==> src/rtl/rvx_memory_copy_engine_if.sv <==
// Manager-side memory port of the copy engine: one request/response pair per
// direction, sharing a single address bus.
interface rvx_memory_copy_engine_if;
    logic [31:0] m_address;
    logic [31:0] m_rdata;
    logic        m_rrequest;
    logic        m_rresponse;
    logic [31:0] m_wdata;
    logic [3:0]  m_wstrobe;
    logic        m_wrequest;
    logic        m_wresponse;

    modport master (
        output m_address, m_rrequest, m_wdata, m_wstrobe, m_wrequest,
        input  m_rdata, m_rresponse, m_wresponse
    );

    modport slave (
        input  m_address, m_rrequest, m_wdata, m_wstrobe, m_wrequest,
        output m_rdata, m_rresponse, m_wresponse
    );
endinterface

==> src/rtl/rvx_memory_copy_engine.sv <==
// Word-by-word memory copy engine: reads one aligned word, writes it back out,
// and repeats with a single access in flight at any time.
module rvx_memory_copy_engine (
    input  logic        clock,
    input  logic        reset_n,
    input  logic        start,
    input  logic [31:0] source_address,
    input  logic [31:0] destination_address,
    input  logic [15:0] word_count,
    output logic        busy,
    output logic        done,
    output logic [15:0] words_copied,
    rvx_memory_copy_engine_if.master m_port
);

    localparam logic [2:0] IDLE       = 3'd0;
    localparam logic [2:0] READ_REQ   = 3'd1;
    localparam logic [2:0] READ_WAIT  = 3'd2;
    localparam logic [2:0] WRITE_REQ  = 3'd3;
    localparam logic [2:0] WRITE_WAIT = 3'd4;
    localparam logic [2:0] DONE       = 3'd5;

    logic [2:0]  state_q,  state_d;
    logic [31:0] src_q,    src_d;
    logic [31:0] dst_q,    dst_d;
    logic [15:0] count_q,  count_d;
    logic [15:0] copied_q, copied_d;
    logic [31:0] data_q,   data_d;

    always_comb begin
        state_d  = state_q;
        src_d    = src_q;
        dst_d    = dst_q;
        count_d  = count_q;
        copied_d = copied_q;
        data_d   = data_q;
        case (state_q)
            IDLE: begin
                if (start) begin
                    src_d    = source_address & 32'hFFFF_FFFC;
                    dst_d    = destination_address & 32'hFFFF_FFFC;
                    count_d  = word_count;
                    copied_d = 16'd0;
                    state_d  = (word_count == 16'd0) ? DONE : READ_REQ;
                end
            end
            READ_REQ:  state_d = READ_WAIT;
            READ_WAIT: begin
                if (m_port.m_rresponse) begin
                    data_d  = m_port.m_rdata;
                    state_d = WRITE_REQ;
                end
            end
            WRITE_REQ: state_d = WRITE_WAIT;
            WRITE_WAIT: begin
                if (m_port.m_wresponse) begin
                    copied_d = copied_q + 16'd1;
                    src_d    = src_q + 32'd4;
                    dst_d    = dst_q + 32'd4;
                    state_d  = (copied_q + 16'd1 == count_q) ? DONE : READ_REQ;
                end
            end
            DONE:    state_d = IDLE;
            default: state_d = IDLE;
        endcase
    end

    always_ff @(posedge clock) begin
        if (!reset_n) begin
            state_q  <= IDLE;
            src_q    <= 32'd0;
            dst_q    <= 32'd0;
            count_q  <= 16'd0;
            copied_q <= 16'd0;
            data_q   <= 32'd0;
        end else begin
            state_q  <= state_d;
            src_q    <= src_d;
            dst_q    <= dst_d;
            count_q  <= count_d;
            copied_q <= copied_d;
            data_q   <= data_d;
        end
    end

    // Address is driven only while an access is pending so an idle port reads as zero.
    assign m_port.m_address  = (state_q == READ_REQ  || state_q == READ_WAIT)  ? src_q :
                               (state_q == WRITE_REQ || state_q == WRITE_WAIT) ? dst_q : 32'd0;
    assign m_port.m_rrequest = (state_q == READ_REQ);
    assign m_port.m_wrequest = (state_q == WRITE_REQ);
    assign m_port.m_wstrobe  = (state_q == WRITE_REQ) ? 4'hF : 4'h0;
    assign m_port.m_wdata    = data_q;

    assign busy         = (state_q == READ_REQ) || (state_q == READ_WAIT) ||
                          (state_q == WRITE_REQ) || (state_q == WRITE_WAIT);
    assign done         = (state_q == DONE);
    assign words_copied = copied_q;

endmodule

==> src/flat_wrapper.sv <==
// flat-port wrapper written by rule: the top's interface ports become plain ports
module rvx_memory_copy_engine_flat 
  (clock, reset_n, start, source_address, destination_address, word_count, busy, done, words_copied, m_port_m_address, m_port_m_rrequest, m_port_m_wdata, m_port_m_wstrobe, m_port_m_wrequest, m_port_m_rdata, m_port_m_rresponse, m_port_m_wresponse);
  rvx_memory_copy_engine_if m_port_i ();
  input  logic clock;
  input  logic reset_n;
  input  logic start;
  input  logic [31:0] source_address;
  input  logic [31:0] destination_address;
  input  logic [15:0] word_count;
  output logic busy;
  output logic done;
  output logic [15:0] words_copied;
  output wire logic [$bits(m_port_i.m_address)-1:0] m_port_m_address;
  output wire logic [$bits(m_port_i.m_rrequest)-1:0] m_port_m_rrequest;
  output wire logic [$bits(m_port_i.m_wdata)-1:0] m_port_m_wdata;
  output wire logic [$bits(m_port_i.m_wstrobe)-1:0] m_port_m_wstrobe;
  output wire logic [$bits(m_port_i.m_wrequest)-1:0] m_port_m_wrequest;
  input wire logic [$bits(m_port_i.m_rdata)-1:0] m_port_m_rdata;
  input wire logic [$bits(m_port_i.m_rresponse)-1:0] m_port_m_rresponse;
  input wire logic [$bits(m_port_i.m_wresponse)-1:0] m_port_m_wresponse;
  assign m_port_m_address = m_port_i.m_address;
  assign m_port_m_rrequest = m_port_i.m_rrequest;
  assign m_port_m_wdata = m_port_i.m_wdata;
  assign m_port_m_wstrobe = m_port_i.m_wstrobe;
  assign m_port_m_wrequest = m_port_i.m_wrequest;
  assign m_port_i.m_rdata = m_port_m_rdata;
  assign m_port_i.m_rresponse = m_port_m_rresponse;
  assign m_port_i.m_wresponse = m_port_m_wresponse;
  rvx_memory_copy_engine u_core (.clock(clock), .reset_n(reset_n), .start(start), .source_address(source_address), .destination_address(destination_address), .word_count(word_count), .busy(busy), .done(done), .words_copied(words_copied), .m_port(m_port_i));
endmodule
==> config.mk <==
export PLATFORM = sky130hd
export DESIGN_NAME = rvx_memory_copy_engine_flat
export DESIGN_NICKNAME = d
export VERILOG_FILES = /design/src/rtl/rvx_memory_copy_engine_if.sv /design/src/rtl/rvx_memory_copy_engine.sv /design/src/flat_wrapper.sv
export SDC_FILE = /design/constraint.sdc
export NUM_CORES = 1
export LEC_CHECK = 0
export CAP_MARGIN = 20
export CORE_UTILIZATION = 52
export CTS_CLUSTER_DIAMETER = 150
export DETAILED_ROUTE_END_ITERATION = 6
export PLACE_DENSITY = 0.86
export REMOVE_ABC_BUFFERS = 1
export SETUP_SLACK_MARGIN = 0.1
export SLEW_MARGIN = 0
export SYNTH_ARGS = -nofsm -noshare
export SYNTH_HDL_FRONTEND = slang
export SYNTH_SLANG_ARGS = --single-unit
==> constraint.sdc <==
create_clock -name clock -period 3.8 [get_ports clock]
set_input_delay 0.76 -clock clock [delete_from_list [all_inputs] [get_ports clock]]
set_output_delay 0.76 -clock clock [all_outputs]
set_load 0.02 [all_outputs]
# ---- Word-level counts from Yosys, hierarchy flattened
# Index checks and enable logic that the tools add are counted.
dict set report totals {
  ramBits 0
  latchBits 0
  mem_bits_ro 0
  register_bits 131
  out_inout_bits 88
  mem_count 0
  inputBits 117
  word_cells 47
}
dict set report op_classes {
  shift 0
  reduce_logical 11
  mul 0
  mux 18
  n_bitwise 0
  order_cmp 0
  add_sub_neg 3
  n_eq_ne 9
  div 0
}
# operator n
set ops {}
lappend ops {{2-to-1 mux 32 bit} 6}
lappend ops {{case mux 32 bit (2 select lines)} 2}
lappend ops {{adder 32 x 3 -> 32 bit (second input constant)} 2}
lappend ops {{2-to-1 mux 16 bit} 2}
lappend ops {{case mux 16 bit (2 select lines)} 1}
lappend ops {{adder 16 x 1 -> 16 bit (second input constant)} 1}
lappend ops {{== test 16 bit} 1}
lappend ops {{logical NOT 16 bit} 1}
lappend ops {{2-to-1 mux 3 bit} 5}
lappend ops {{case mux 3 bit (5 select lines)} 1}
lappend ops {{== test 3 x 2 -> 1 bit (second input constant)} 2}
lappend ops {{== test 3 bit (second input constant)} 2}
lappend ops {{!= test 2 bit (second input constant)} 3}
lappend ops {{AND reduction 3 bit} 2}
lappend ops {{logical OR 1 bit} 4}
lappend ops {{2-to-1 mux 4 bit} 1}
lappend ops {{AND reduction 2 bit} 2}
lappend ops {{== test 3 x 1 -> 1 bit (second input constant)} 1}
lappend ops {{logical NOT 3 bit} 1}
lappend ops {{nonzero test 2 bit} 1}

# ---- Longest topological paths before layout
dict set report logic_depth {
  ltp_word 5
  depth_mapped 9
  depth_no_buf 7
}

# ---- Worst setup path before layout
# No wires, ideal clock.
dict set report synth_path {
  path_type {register -> output}
  startpoint {register u_core.state_q[1]}
  endpoint {output port m_port_m_address[10]}
  path_stages_with_launch 6
  slack_ns 1.501
  t_arrival_ns 1.539
  path_buffers 2
  required_time_ns 3.040
  cell_sequence {dfxtp_1 clkbuf_1 nand2_1 o21ai_0 clkbuf_1 a22o_1}
}
dict set report synth_between {
  elab_chain_cells 4
  word_cells_on_any_way 8
  cone_classes {4 x eq/ne; 2 x mux; 2 x reduce/logical}
}
# element line
set synth_rtl {}
lappend synth_rtl {{start, declared} rvx_memory_copy_engine.sv:23} ;# logic [2:0] state_q, state_d;
lappend synth_rtl {{start signal, assigned} rvx_memory_copy_engine.sv:77} ;# state_q <= state_d;
lappend synth_rtl {{== test 3 x 2 -> 1 bit or == test 3 bit (tied branches)} rvx_memory_copy_engine.sv:88} ;# (state_q == WRITE_REQ || state_q == WRITE_WAIT) ? dst_q : 32'd0;
lappend synth_rtl {{logical OR 1 bit} rvx_memory_copy_engine.sv:88}
lappend synth_rtl {{2-to-1 mux 32 bit} rvx_memory_copy_engine.sv:88}
lappend synth_rtl {{2-to-1 mux 32 bit *} rvx_memory_copy_engine.sv:87} ;# assign m_port.m_address = (state_q == READ_REQ || state_q == READ_WAIT) ? src_q :
lappend synth_rtl {{end, declared} flat_wrapper.sv:14} ;# output wire logic [$bits(m_port_i.m_address)-1:0] m_port_m_address;
# Every way passes the cells marked *; elsewhere a longest branch is shown, timed or not.

# ---- Final worst setup path
dict set report layout_path {
  startpoint {register u_core.state_q[0]}
  endpoint {output port m_port_m_address[23]}
}
# Same word-level chain as after synthesis.

==> summary.md <==
| Metric | Value |
|---|---|
| Status | complete, no violations |
| CP Max Fanout | 12 |
| Post-synth EDFFs | 0 |
| Top post-synthesis cells by area | dfxtp_1 36%, nand2_1 8.8%, a21oi_1 8.0%, nor2_1 4.6%, a22o_1 3.9% |
| Worst-Margin Slew | 0.8315 ns |
| Vias per cell | 6.114 |
| FMAX | 284.7 MHz |
| Area leader, netlist | dfxtp_1 |
| Post-synth cell types | 78 |
| Inserted Diodes | 0 |
| Sequential fraction of the synthesis area | 35.72% |
| Power per cell area | 456.8 nW/um^2 |
| Fraction of layout cells with a size suffix above 1 | 7.603% |
| Crit path arrival time | 2.75 ns |
| Vias in the first global route | 7,134 |
| Reg2reg start | u_core.state_q[0] |
| Clock Skews | 0.005292 ns |
| Setup WS pre-CTS | 0.7972 ns |
| Hold Path Class | flip-flop to flip-flop |
| Cts-stage hold buffer count | 0 |
| # setup viols final | 0 |
| DP Area | 9121 um^2 |
| Initial antenna violation count | 0 |
| Final setup TNS | 0 ns |
| Initial core utilization | 53.53% |
| Area fraction of the dominant cell type after synthesis | 35.72% |
| Finished Layout Cells | 1,294 |
| Post-route DRC violation count | 0 |
| Final setup margin | 0.2872 ns |
| WL per Instance | 17.23 um |
| Largest net degree at the start of global routing | 86 |
| Global-route usage over all layers | 31.59% |
| Drt first pass iters | 6 |
| Slew Limit Fails | 0 |
| Fill count | 1,030 |
| Max-Slew Margin vs Limit | 44.14% |
| RSZ-0062 raised after global routing | false |
| Synthesis Warnings | 0 |
| Worst VDD drop | 0.3709 mV |
| PortBufs | 198 |
| Die area | 14,160 um^2 |
| Crit path capture | m_port_m_address[23] |
| Die Y | 119.0 um |
| Die Wd | 119.0 um |
| Clock-pin slew on the worst setup and hold paths | 0.06 ns |
| Ys async rst share | 0% |
| P_leak | 3.473 nW |
| Fin area | 9771 um^2 |
| Synthesized area per cell | 7.452 um^2 |
| Worst Setup SP | u_core.state_q[0] |
| First-pass GRT wire length | 35.74 mm |
| Most common cell in the netlist | nand2_1 |
| Flops & latches, synth | 127 |
| Num rows | 42 |
| Clock root cell | clkbuf_16 |
| Post-Route WL | 22.30 mm |
| Reg2Reg Setup Slack | 0.95 ns |
| Worst skew pair latency | 0.43 ns |
| Post-Synthesis Cells | 955 |
| Mapped Area | 7117 um^2 |
| Final Hold Fails | 0 |
| Hold_ws | 0.4525 ns |
| CTS tree | yes |
| GPL Wtd Cong | 0.8711 |
| Startpoint Class | flip-flop |
| Post-layout util | 73.49% |
| Cts bufs inserted | 17 |
| Commonest cells post-synth | 167 x nand2_1, 127 x dfxtp_1, 114 x a21oi_1 |
| Post-DRT Antenna Nets | 0 |
| Boundary Pins | 205 |
| Max-Cap Viols | 0 |
| Clock Path Buffers | 2 |
| Placed Cells | 1,262 |
| Critical path class | flip-flop to primary output |
| Grt total ovfl | 0 |
| Fin nets | 1,225 |
| Layout area overhead | 37.29% |
| H-tree depth | 4 |
| # Post-CTS Setup Buffers | 0 |
| Worst r2r dst | u_core.src_q[22] |
| Top_reg_cell synth | dfxtp_1 |
| Area of the core | 13,300 um^2 |
| CP Data Required Time | 3.04 ns |
| Pwr Total | 4.463 mW |
| Worst r2r path cells | 6 |
| Final period util | 92.44% |
| Detailed-route via count | 7,912 |
| CP Capture Type | primary output |
| Cts repair resizes | 0 |
| Hpwl dp | 14.58 mm |
| Clock sinks | 127 |
| First-iteration detailed-routing DRC count | 711 |
| Minimum clock period after layout | 3.513 ns |
[layout by cell type (no fill, tap or decap), types with 4 or more instances in the layout]
cell type,count
nand3_1,39
and2_1,8
nor3_1,28
nor2_1,86
buf_4,15
nand2_1,166
xnor2_1,16
o21ai_0,42
clkbuf_16,17
o221a_2,9
bufinv_16,4
mux2i_1,5
a31oi_1,19
and4_1,6
o22ai_1,15
inv_1,7
o31ai_1,4
nand4_1,12
dfxtp_1,127
a21oi_1,114
xor2_1,7
clkdlybuf4s50_1,198
a22oi_1,12
and3_1,12
nor4_1,8
a22o_1,32
a41oi_1,5
or3_1,4
a211oi_1,14
[layout make-up]
| cell class | instances | area [um^2] | area share, % |
|---|---|---|---|
| multi-input cells | 736 | 4194 | 42.92 |
| flip-flops and latches | 127 | 2542 | 26.02 |
| repair buffers | 215 | 2135 | 21.85 |
| clock buffers | 20 | 466.7 | 4.777 |
| well taps | 176 | 220.2 | 2.254 |
| clock inverters | 12 | 182.7 | 1.870 |
| inverters | 8 | 30.03 | 0.3073 |
[metal layers]
layer | track usage [%] | part of all wire, % | wire length, um | up-vias
li1 | - | - | - | 3764
met1 | 41.81 | 43 | 9515 | 3685
met2 | 49.13 | 46 | 10210 | 411
met3 | 6.178 | 8.4 | 1882 | 52
met4 | 15.27 | 3.1 | 698 | 0
met5 | 0 | 0 | 0 | -
[critical path: stages (launching register included)]
cell             delay, ns
dfxtp_1               0.57
xnor2_1               0.17
nor2_2                0.49
buf_4                 0.30
a22o_1                0.19
clkdlybuf4s50_1       0.61
[where the power goes]
part | internal, mW | switching, mW | total, mW | leakage [nW]
Clock | 1.15 | 0.636 | 1.79 | 0.309
Sequential | 1.47 | 0.165 | 1.63 | 1.04
Combinational | 0.479 | 0.563 | 1.04 | 2.13
Total | 3.10 | 1.36 | 4.46 | 3.47
[how the worst min path moves through the flow]
stage / startpoint / end / slack (ns) / depth (start not counted)
after floorplan: u_core.count_q[15] / u_core.count_q[15] / 0.45 / 2
after global placement: u_core.m_port.m_wdata[24] / u_core.m_port.m_wdata[24] / 0.44 / 2
after detailed placement: u_core.m_port.m_wdata[0] / u_core.m_port.m_wdata[0] / 0.45 / 2
after CTS: u_core.m_port.m_wdata[0] / u_core.m_port.m_wdata[0] / 0.45 / 2
after global routing: u_core.m_port.m_wdata[0] / u_core.m_port.m_wdata[0] / 0.47 / 2
final: u_core.m_port.m_wdata[4] / u_core.m_port.m_wdata[4] / 0.45 / 2
[sequential cells by signal, summed over array words and instances (netlist names)]
name	flops
u_core.state_q	3
u_core.src_q	30
u_core.dst_q	30
u_core.count_q	16
u_core.words_copied	16
u_core.m_port.m_wdata	32
[cell families (layout without fill, tap and decap cells)]
kind of cell / count (synthesis) / in the layout / synth area share, %
compound gates: 300 / 300 / 27.34
xor+xnor: 23 / 23 / 2.830
fa+ha+maj: 3 / 3 / 0.5275
buf+inv: 93 / 255 / 5.784
flops: 127 / 127 / 35.72
mux: 5 / 5 / 0.7033
other cells: 1 / 2 / 0.05269
simple gates: 403 / 403 / 27.04
(Power assumes the default switching activity.)
